**src/rtl/read_pkg.sv**
```systemverilog
// Shared definitions for the RGBY-ROM read path: sequencer states, carriage
// direction and fault codes, common to the sequencer, step engine and selector.
package read_pkg;

    typedef enum logic [3:0] {
        IDLE,
        HOME_CHECK,
        HOME_WAIT,
        FIRST_MOVE,
        MOVE_WAIT,
        SCAN_START,
        SCAN_WAIT,
        ADVANCE,
        FINISHED,
        ERROR
    } seqState_t;

    localparam logic UP   = 1'b1;
    localparam logic DOWN = 1'b0;

    typedef enum logic [1:0] {
        ERR_NONE         = 2'd0,
        ERR_HOME_TIMEOUT = 2'd1,
        ERR_SCAN_TIMEOUT = 2'd2
    } errCode_t;

    function automatic logic isBusy(input seqState_t s);
        return !(s inside {IDLE, FINISHED, ERROR});
    endfunction

endpackage

```
**src/rtl/read_sequencer_if.sv**
```systemverilog
// Command/status bundle between the host side, the read sequencer and the
// step engine / nib selector it drives.
interface read_sequencer_if #(
    parameter int STEP_W = 16,
    parameter int ROW_W  = 8
);
    logic              start;
    logic              abort;
    logic              limitSwitch;
    logic              moveDone;
    logic              selectorComplete;
    logic              moveCmd;
    logic [STEP_W-1:0] moveSteps;
    logic              moveDir;
    logic              moveAbort;
    logic              startSelector;
    logic [ROW_W-1:0]  rowIndex;
    logic              busy;
    logic              done;
    logic [1:0]        errorCode;

    modport slave (
        input  start, abort, limitSwitch, moveDone, selectorComplete,
        output moveCmd, moveSteps, moveDir, moveAbort, startSelector,
               rowIndex, busy, done, errorCode
    );

    modport master (
        output start, abort, limitSwitch, moveDone, selectorComplete,
        input  moveCmd, moveSteps, moveDir, moveAbort, startSelector,
               rowIndex, busy, done, errorCode
    );
endinterface

```
**src/rtl/timeout_counter.sv**
```systemverilog
// Clearable, enabled up-counter; expire is high in the cycle whose increment
// brings the count to TERMINAL, so the owner reacts on that same edge.
module timeout_counter #(
    parameter int               WIDTH    = 24,
    parameter logic [WIDTH-1:0] TERMINAL = '1
) (
    input  logic clk,
    input  logic reset,
    input  logic clear,
    input  logic enable,
    output logic expire
);
    logic [WIDTH-1:0] count;

    always_ff @(posedge clk) begin
        if (reset || clear) begin
            count <= '0;
        end else if (enable) begin
            count <= count + WIDTH'(1);
        end
    end

    assign expire = enable && (count == TERMINAL - WIDTH'(1));
endmodule

```
**src/rtl/read_sequencer.sv**
```systemverilog
// Pass scheduler for the RGBY-ROM reader: homes the carriage on the limit
// switch, then moves to each row and hands it to the nib selector.
module read_sequencer
    import read_pkg::*;
#(
    parameter int          NUM_ROWS        = 16,
    parameter int          FIRST_ROW_STEPS = 550,
    parameter int          ROW_PITCH_STEPS = 300,
    parameter int          HOME_MAX_STEPS  = 20000,
    parameter logic [23:0] SCAN_TIMEOUT    = 24'd8000000,
    parameter int          STEP_W          = 16,
    parameter int          ROW_W           = 8
) (
    input  logic            clk,
    input  logic            reset,
    read_sequencer_if.slave bus
);
    localparam logic [STEP_W-1:0] HOME_LIMIT  = STEP_W'(HOME_MAX_STEPS);
    localparam logic [STEP_W-1:0] FIRST_STEPS = STEP_W'(FIRST_ROW_STEPS);
    localparam logic [STEP_W-1:0] PITCH_STEPS = STEP_W'(ROW_PITCH_STEPS);
    localparam logic [STEP_W-1:0] ONE_STEP    = STEP_W'(1);
    localparam logic [ROW_W-1:0]  LAST_ROW    = ROW_W'(NUM_ROWS - 1);

    seqState_t         state;
    logic              limMeta;
    logic              limSync;
    logic [STEP_W-1:0] homeCount;
    logic              scanExpire;

    timeout_counter #(
        .WIDTH   (24),
        .TERMINAL(SCAN_TIMEOUT)
    ) scanWatchdog (
        .clk   (clk),
        .reset (reset),
        .clear (state == SCAN_START),
        .enable(state == SCAN_WAIT),
        .expire(scanExpire)
    );

    assign bus.busy = isBusy(state);
    assign bus.done = (state == FINISHED);

    always_ff @(posedge clk) begin
        if (reset) begin
            state             <= IDLE;
            limMeta           <= 1'b0;
            limSync           <= 1'b0;
            homeCount         <= '0;
            bus.moveCmd       <= 1'b0;
            bus.moveSteps     <= '0;
            bus.moveDir       <= DOWN;
            bus.moveAbort     <= 1'b0;
            bus.startSelector <= 1'b0;
            bus.rowIndex      <= '0;
            bus.errorCode     <= ERR_NONE;
        end else begin
            // NOTE: the first flop may go metastable; only the second is ever decoded.
            limMeta <= bus.limitSwitch;
            limSync <= limMeta;

            // NOTE: non-blocking defaults, overridden further down when a command fires,
            // make every command output a clean one-cycle pulse.
            bus.moveCmd       <= 1'b0;
            bus.moveAbort     <= 1'b0;
            bus.startSelector <= 1'b0;

            if (bus.abort && isBusy(state)) begin
                state         <= IDLE;
                bus.moveAbort <= 1'b1;
            end else begin
                unique case (state)
                    IDLE, FINISHED, ERROR: begin
                        if (bus.start) begin
                            bus.rowIndex  <= '0;
                            homeCount     <= '0;
                            bus.errorCode <= ERR_NONE;
                            state         <= HOME_CHECK;
                        end
                    end
                    HOME_CHECK: begin
                        if (limSync) begin
                            state <= FIRST_MOVE;
                        end else if (homeCount == HOME_LIMIT) begin
                            bus.errorCode <= ERR_HOME_TIMEOUT;
                            state         <= ERROR;
                        end else begin
                            bus.moveCmd   <= 1'b1;
                            bus.moveSteps <= ONE_STEP;
                            bus.moveDir   <= UP;
                            state         <= HOME_WAIT;
                        end
                    end
                    HOME_WAIT: begin
                        if (bus.moveDone) begin
                            if (homeCount != HOME_LIMIT) homeCount <= homeCount + ONE_STEP;
                            state <= HOME_CHECK;
                        end
                    end
                    FIRST_MOVE: begin
                        bus.moveCmd   <= 1'b1;
                        bus.moveSteps <= FIRST_STEPS;
                        bus.moveDir   <= DOWN;
                        state         <= MOVE_WAIT;
                    end
                    MOVE_WAIT: begin
                        if (bus.moveDone) state <= SCAN_START;
                    end
                    SCAN_START: begin
                        bus.startSelector <= 1'b1;
                        state             <= SCAN_WAIT;
                    end
                    SCAN_WAIT: begin
                        // A watchdog expiry beats a completion arriving on the same edge.
                        if (scanExpire) begin
                            bus.errorCode <= ERR_SCAN_TIMEOUT;
                            state         <= ERROR;
                        end else if (bus.selectorComplete) begin
                            if (bus.rowIndex == LAST_ROW) begin
                                state <= FINISHED;
                            end else begin
                                bus.rowIndex <= bus.rowIndex + ROW_W'(1);
                                state        <= ADVANCE;
                            end
                        end
                    end
                    ADVANCE: begin
                        bus.moveCmd   <= 1'b1;
                        bus.moveSteps <= PITCH_STEPS;
                        bus.moveDir   <= DOWN;
                        state         <= MOVE_WAIT;
                    end
                    default: state <= IDLE;
                endcase
            end
        end
    end
endmodule

```
**src/flat_wrapper.sv**
```systemverilog
// flat-port wrapper written by rule: the top's interface ports become plain ports
module read_sequencer_flat import read_pkg::*;
#(
    parameter int          NUM_ROWS        = 16,
    parameter int          FIRST_ROW_STEPS = 550,
    parameter int          ROW_PITCH_STEPS = 300,
    parameter int          HOME_MAX_STEPS  = 20000,
    parameter logic [23:0] SCAN_TIMEOUT    = 24'd8000000,
    parameter int          STEP_W          = 16,
    parameter int          ROW_W           = 8
)
  (clk, reset, bus_start, bus_abort, bus_limitSwitch, bus_moveDone, bus_selectorComplete, bus_moveCmd, bus_moveSteps, bus_moveDir, bus_moveAbort, bus_startSelector, bus_rowIndex, bus_busy, bus_done, bus_errorCode);
  read_sequencer_if #(.STEP_W(STEP_W), .ROW_W(ROW_W)) bus_i ();
  input  logic clk;
  input  logic reset;
  input wire logic [$bits(bus_i.start)-1:0] bus_start;
  input wire logic [$bits(bus_i.abort)-1:0] bus_abort;
  input wire logic [$bits(bus_i.limitSwitch)-1:0] bus_limitSwitch;
  input wire logic [$bits(bus_i.moveDone)-1:0] bus_moveDone;
  input wire logic [$bits(bus_i.selectorComplete)-1:0] bus_selectorComplete;
  output wire logic [$bits(bus_i.moveCmd)-1:0] bus_moveCmd;
  output wire logic [$bits(bus_i.moveSteps)-1:0] bus_moveSteps;
  output wire logic [$bits(bus_i.moveDir)-1:0] bus_moveDir;
  output wire logic [$bits(bus_i.moveAbort)-1:0] bus_moveAbort;
  output wire logic [$bits(bus_i.startSelector)-1:0] bus_startSelector;
  output wire logic [$bits(bus_i.rowIndex)-1:0] bus_rowIndex;
  output wire logic [$bits(bus_i.busy)-1:0] bus_busy;
  output wire logic [$bits(bus_i.done)-1:0] bus_done;
  output wire logic [$bits(bus_i.errorCode)-1:0] bus_errorCode;
  assign bus_i.start = bus_start;
  assign bus_i.abort = bus_abort;
  assign bus_i.limitSwitch = bus_limitSwitch;
  assign bus_i.moveDone = bus_moveDone;
  assign bus_i.selectorComplete = bus_selectorComplete;
  assign bus_moveCmd = bus_i.moveCmd;
  assign bus_moveSteps = bus_i.moveSteps;
  assign bus_moveDir = bus_i.moveDir;
  assign bus_moveAbort = bus_i.moveAbort;
  assign bus_startSelector = bus_i.startSelector;
  assign bus_rowIndex = bus_i.rowIndex;
  assign bus_busy = bus_i.busy;
  assign bus_done = bus_i.done;
  assign bus_errorCode = bus_i.errorCode;
  read_sequencer #(.NUM_ROWS(NUM_ROWS), .FIRST_ROW_STEPS(FIRST_ROW_STEPS), .ROW_PITCH_STEPS(ROW_PITCH_STEPS), .HOME_MAX_STEPS(HOME_MAX_STEPS), .SCAN_TIMEOUT(SCAN_TIMEOUT), .STEP_W(STEP_W), .ROW_W(ROW_W)) u_core (.clk(clk), .reset(reset), .bus(bus_i));
endmodule
```
**config.mk**
```make
export PLATFORM = sky130hd
export DESIGN_NAME = read_sequencer_flat
export DESIGN_NICKNAME = d
export VERILOG_FILES = /design/src/rtl/read_pkg.sv /design/src/rtl/read_sequencer_if.sv /design/src/rtl/timeout_counter.sv /design/src/rtl/read_sequencer.sv /design/src/flat_wrapper.sv
export SDC_FILE = /design/constraint.sdc
export NUM_CORES = 1
export LEC_CHECK = 0
export BUFFER_PORTS_ARGS = -buffer_cell sky130_fd_sc_hd__buf_4
export CAP_MARGIN = 20
export CORE_MARGIN = 3
export CORE_UTILIZATION = 52
export DETAILED_ROUTE_END_ITERATION = 12
export GPL_ROUTABILITY_DRIVEN = 0
export PLACE_DENSITY = 0.82
export SYNTH_ARGS = -nofsm -noshare
export SYNTH_HDL_FRONTEND = slang
export SYNTH_SLANG_ARGS = --single-unit
```
**constraint.sdc**
```tcl
create_clock -name clk -period 1.8 [get_ports clk]
set_input_delay 0.36 -clock clk [delete_from_list [all_inputs] [get_ports clk]]
set_output_delay 0.36 -clock clk [all_outputs]
set_load 0.03 [all_outputs]
```
Word level (Yosys, flattened, before mapping)
Index checks and enable logic that the tools add are counted.
- $add $sub $neg: 3
- eq/ne operators: 25
- mux-type cells: 34
- bitwise gates (word level): 1
- reduce and logical (&&, ||, !) cells: 20
- operators with widths (cell ; count):
    $mux W16 ; 5
    $pmux W16 S3 ; 1
    $mux W4 ; 8
    $mux W8 ; 4
    $pmux W16 S2 ; 1
    $pmux W4 S7 ; 1
    $add A24 B1 Y24 const B ; 1
    $eq A24 B23 Y1 const B ; 1
    $add A16 B1 Y16 const B ; 1
    $eq A16 B15 Y1 const B ; 1
    $eq A4 B3 Y1 const B ; 4
    $ne A16 B15 Y1 const B ; 1
    $ne A2 B2 Y1 const B ; 8
    $pmux W8 S2 ; 1
    $reduce_and A4 Y1 ; 3
    $reduce_and A6 Y1 ; 2
    $reduce_bool A3 Y1 ; 3
    $add A8 B1 Y8 const B ; 1
    $eq A4 B2 Y1 const B ; 2
    $eq A4 B4 Y1 const B ; 2
    $eq A8 B4 Y1 const B ; 1
    $mux W2 ; 4
    $mux W1 ; 6
    $ne A2 B1 Y1 const B ; 3
    13 further kinds ; 18
- bits in registers: 76
- input bits: 7

Logic depth before layout (Yosys ltp)
- word-level depth: 6
- depth in mapped cells: 8
- mapped depth without buffers: 7

Hierarchy
From an unflattened synthesis, not the netlist that was laid out.
- cells, all modules: 390
- area, all modules: 3313.2 µm²
- by module, submodules not included (module ; times used ; cells an instance ; area an instance (µm²) ; sequential area each (µm²)):
    read_sequencer ; 1 ; 257 ; 2144.6 ; 780.7
    timeout_counter ; 1 ; 133 ; 1168.6 ; 480.5

Least setup slack after synthesis
No wires, ideal clock.
- path kind: reg2reg
- from: reg u_core.bus.rowIndex[0] (netlist bit)
- to: reg u_core.bus.rowIndex[7] (netlist bit)
- library setup time: 0.070 ns
- arrival time: 1.808 ns
- required time: 1.730 ns
- setup slack: -0.078 ns
- cell stages (with the launch flop): 7
- buffers on the path: 0
- clock period less this slack: 1.878 ns
- path through: dfxtp_1 ha_1 and3_1 nand2_1 o22ai_2 or4_1 a21oi_1
- word-level cells in the longest chain between the ends: 5
- elaborated cells on any way between the ends: 8
- those cells by class: add/sub (1); eq/ne (2); mux (4); reduce/logical (1)
- ends and longest elaborated chain (what ; line ; RTL):
    start: declaration ; read_sequencer_if.sv:25 ; rowIndex, busy, done, errorCode
    start signal: assignment ; read_sequencer.sv:122 ; bus.rowIndex <= bus.rowIndex + ROW_W'(1);
    $add A8 B1 Y8 ; read_sequencer.sv:122 ;
    $mux W8 ; read_sequencer.sv:119 ; if (bus.rowIndex == LAST_ROW) begin
    $mux W8 ; read_sequencer.sv:118 ; end else if (bus.selectorComplete) begin
    $mux W8 ; read_sequencer.sv:115 ; if (scanExpire) begin
    $pmux W8 S2 ; read_sequencer.sv:72 ; unique case (state)
Parallel ways exist; a longest one is shown, timed or not. The select of a mux whose other input is x is not followed.
A chain may end at the register's enable or synchronous reset.

Worst setup path after layout
- from: reg u_core.homeCount[9]
- to: reg u_core.homeCount[9]
- word-level cells in the longest chain between the ends: 4
- elaborated cells on any way between the ends: 7
- those cells by class: add/sub (1); eq/ne (2); mux (3); reduce/logical (1)
- ends and longest elaborated chain (what ; line ; RTL):
    start: declaration ; read_sequencer.sv:27 ; logic [STEP_W-1:0] homeCount;
    start signal: assignment ; read_sequencer.sv:96 ; if (homeCount != HOME_LIMIT) homeCount <= homeCount + ONE_STEP;
    $add A16 B1 Y16 ; read_sequencer.sv:96 ;
    $mux W16 ; read_sequencer.sv:96 ;
    $mux W16 ; read_sequencer.sv:95 ; if (bus.moveDone) begin
    $pmux W16 S2 ; read_sequencer.sv:72 ;
Parallel ways exist; a longest one is shown, timed or not. The select of a mux whose other input is x is not followed.

==> impl_metrics.yaml <==
outcome:
  run_status: "finished with violations"
  violations: "negative setup slack"
logic_synthesis:
  ys_seq_area_share_pct: 38.7
  synth.most_common_cell: "dfxtp_1"
  ys_types: 53
  syn-cell-area_um2: 3310
  synth.ff_latch_count: 64
  synth_cells: 400
  syn_area_per_cell_um2: 8.27
  yosysTopAreaCell: "dfxtp_1"
  synth_enable_flop_cells: 0
  synthTopCellsByCount: "dfxtp_1 (64), nor2_1 (40), nand2_1 (33)"
  ys_top_cells_by_area: "dfxtp_1 (39%), nor2_1 (4.5%), a21oi_1 (4.4%)"
  yosys_warnings: 0
  synth_top_area_share_pct: 38.7
  synth_ff_type: "dfxtp_1"
  async_reset_ff_share_pct: 0
floorplan:
  start_util_pct: 54.9
  die_h_um: 85.7
  dieArea_um2: 7350
  die_w_um: 85.7
  num_rows: 28
  io_pins: 39
  core-area_um2: 6030
setup_path:
  cp-start-kind: "flop"
  rrSetupSlack_ns: -0.42
  worst_setup_path_end_kind: "flop"
  rr_startpoint: "u_core.homeCount[9]$_SDFFE_PP0P_"
  path_class: "flop to flop"
  cp.buffers_inverters: 2
  rr_endpoint: "u_core.homeCount[9]$_SDFFE_PP0P_"
  cpMaxStageDelayCell: "dfxtp_1"
  cp_cell_sequence: "and3_1 > nand4_1 > buf_6 > a2bb2oi_4 > buf_4 > o21ai_0 > a21oi_2"
  cpPeakStageDelay_ns: 0.46
  cp_max_fo: 6
  cp.required_ns: 2.10
  reg2regPathDepth: 7
  path_delay_family: "compound AO/OA/AOI/OAI gates"
  worstPathArrival_ns: 2.53
clock_network:
  cts_root_buf: "clkbuf_8"
  cts_tree: "yes"
  clkTransAtPathRegs_ns: 0.10
  clock-sinks: 64
  cts_hold_buf: 0
  numCtsBuffers: 9
  htree_levels: 3
  cts_buffer_depth: 2
  clock_latency_ns: 0.38
worst_hold_path:
  hold_path_class: "input port to flop"
  hp-start: "bus_limitSwitch"
  worstHoldEndpoint: "u_core.limMeta$_SDFF_PP0_"
  hold_depth: 2
global_routing:
  overflow: 0
  first_global_vias: 3469
  grt_max_degree: 25
  grtUsageTotal_pct: 27.8
  grt_pass1_wl_mm: 16.2
  antenna_found_initial: 0
routing:
  drc: 0
  num_vias: 4171
  ant_nets: 0
  post_drt_wl_per_cell_um: 24.5
  firstDrtPassIters: 5
  routed_wl_mm: 14.8
  dr.first_iter.drc_count: 642
  via_per_inst: 6.92
flow_run:
  max-cap-violations: 0
power_and_ir_drop:
  p_per_area_nw_per_um2: 840
  peakVddDrop_mv: 0.791
  power_mw: 4.25
  p_leak_nw: 1.99
cells_and_area:
  drive_above_1_share_pct: 47.5
  stdcell_count: 603
  diodes: 0
  stdcell_area_um2: 5060
  fill_cells: 258
  multi_input_area_um2: 2360
  syn_to_final_growth_pct: 53.0
  final_nets: 534
  seq_area_um2: 1300
sta:
  grt_setup_unrepaired: "yes"
  timing.final.crit_period_ns: 2.22
  final-setup-viol-count: 43
  post-route-period-util_pct: 123
  fin_ws_ns: -0.423
  hold_slack_ns: 0.259
  hold_violations: 0
  slew_violations: 0
  clock_skew_ns: 0.0283
  fmax_mhz: 450
  tns_ns: -7.28
placed_design:
  place_area_um2: 4090
  dp_hpwl_mm: 6.18
  dp_cells: 559
  portBuffers: 29
## per-stage QoR
step                      util (%)  setup slack [ns]
final                         84.0            -0.423
after detailed placement      67.8            -0.166
after CTS                     74.3            -0.139
after global placement        67.8           -0.0856
after global routing          84.0            -0.305
after floorplan                  -           -0.0409
## cell families (layout without fill, tap and decap cells)
kind of cell	Yosys count	count (layout)	share of synthesized area [%]
DFF	64	64	38.7
buffers and inverters	41	158	6.89
muxes	1	1	0.303
AOI/OAI and AO/OA	85	87	15.9
other	1	9	0.113
adders and majority gates	4	4	1.51
xor gates and xnor gates	24	24	6.36
and+or+nand+nor	180	181	30.2
## layout make-up
class,instances,area share (%)
tap,75,1.85
clock inverter,6,1.16
sequential,64,25.8
clock buffer,10,2.72
timing repair buffer,131,21.1
inverter,11,0.816
multi-input combinational,306,46.6
## per-layer routing
metal	routed length (µm)	global-route usage, %	up-vias	share of wire (%)
met5	0	0	-	0
met4	1300	15.3	0	8.8
met3	1820	8.07	167	12
met2	6560	44.8	393	44
met1	5070	33.3	1928	34
li1	-	-	1683	-
## report_power, final
part | internal [mW] | leakage [nW] | switching, mW
Clock | 0.670 | 0.106 | 0.636
Sequential | 1.46 | 0.525 | 0.0491
Combinational | 0.600 | 1.36 | 0.833
Total | 2.73 | 1.99 | 1.52
## registers in the layout (all words and copies together) (netlist names)
name / cells
u_core.bus.errorCode: 2
u_core.bus.moveAbort: 1
u_core.bus.moveCmd: 1
u_core.bus.moveDir: 1
u_core.bus.moveSteps: 4
u_core.bus.rowIndex: 8
u_core.bus.startSelector: 1
u_core.homeCount: 16
u_core.limMeta: 1
u_core.limSync: 1
u_core.scanWatchdog.count: 24
u_core.state: 4
## worst max-delay path by stage
stage          cells past startpoint  slack [ns]                             start                                   end
3_5_place_dp                       6       -0.17      u_core.state[3]$_SDFFE_PP0P_      u_core.homeCount[1]$_SDFFE_PP0P_
2_1_floorplan                      6       -0.04      u_core.state[1]$_SDFFE_PP0P_     u_core.homeCount[15]$_SDFFE_PP0P_
4_1_cts                            5       -0.14      u_core.state[2]$_SDFFE_PP0P_     u_core.homeCount[15]$_SDFFE_PP0P_
3_3_place_gp                       7       -0.09  u_core.homeCount[1]$_SDFFE_PP0P_  u_core.bus.errorCode[1]$_SDFFE_PP0P_
6_report                           7       -0.42  u_core.homeCount[9]$_SDFFE_PP0P_      u_core.homeCount[9]$_SDFFE_PP0P_
5_1_grt                            6       -0.30      u_core.state[2]$_SDFFE_PP0P_      u_core.homeCount[5]$_SDFFE_PP0P_
## cells in the final DEF, fill, tap and decap left out, types with 4 or more instances in the layout
master	Yosys	routed
dfxtp_1	64	48
inv_1	11	9
or3_1	13	7
nand3_1	17	15
o21ai_2	0	4
dfxtp_2	0	15
clkinv_2	0	4
nor2_1	40	37
buf_4	13	111
xor2_1	11	11
o21ai_1	0	4
o21ai_0	22	14
a21oi_2	0	13
or3_4	1	8
nand4_1	16	16
and3_1	14	12
clkbuf_8	0	10
xnor2_1	13	13
o31ai_1	9	6
conb_1	1	9
or4_1	6	4
buf_6	3	19
a21oi_1	29	15
o21a_1	4	4
nor4b_4	0	4
nand2_1	33	29
## what timing repair did
| item | in CTS | in global routing |
|---|---|---|
| endpoints found under the setup margin | 44 | 60 |
| buffers inserted | 5 | 20 |
| resized for setup | 35 | 103 |
| pin swaps | 14 | 42 |
| gates cloned | 1 | 3 |
(Power assumes the default switching activity.)
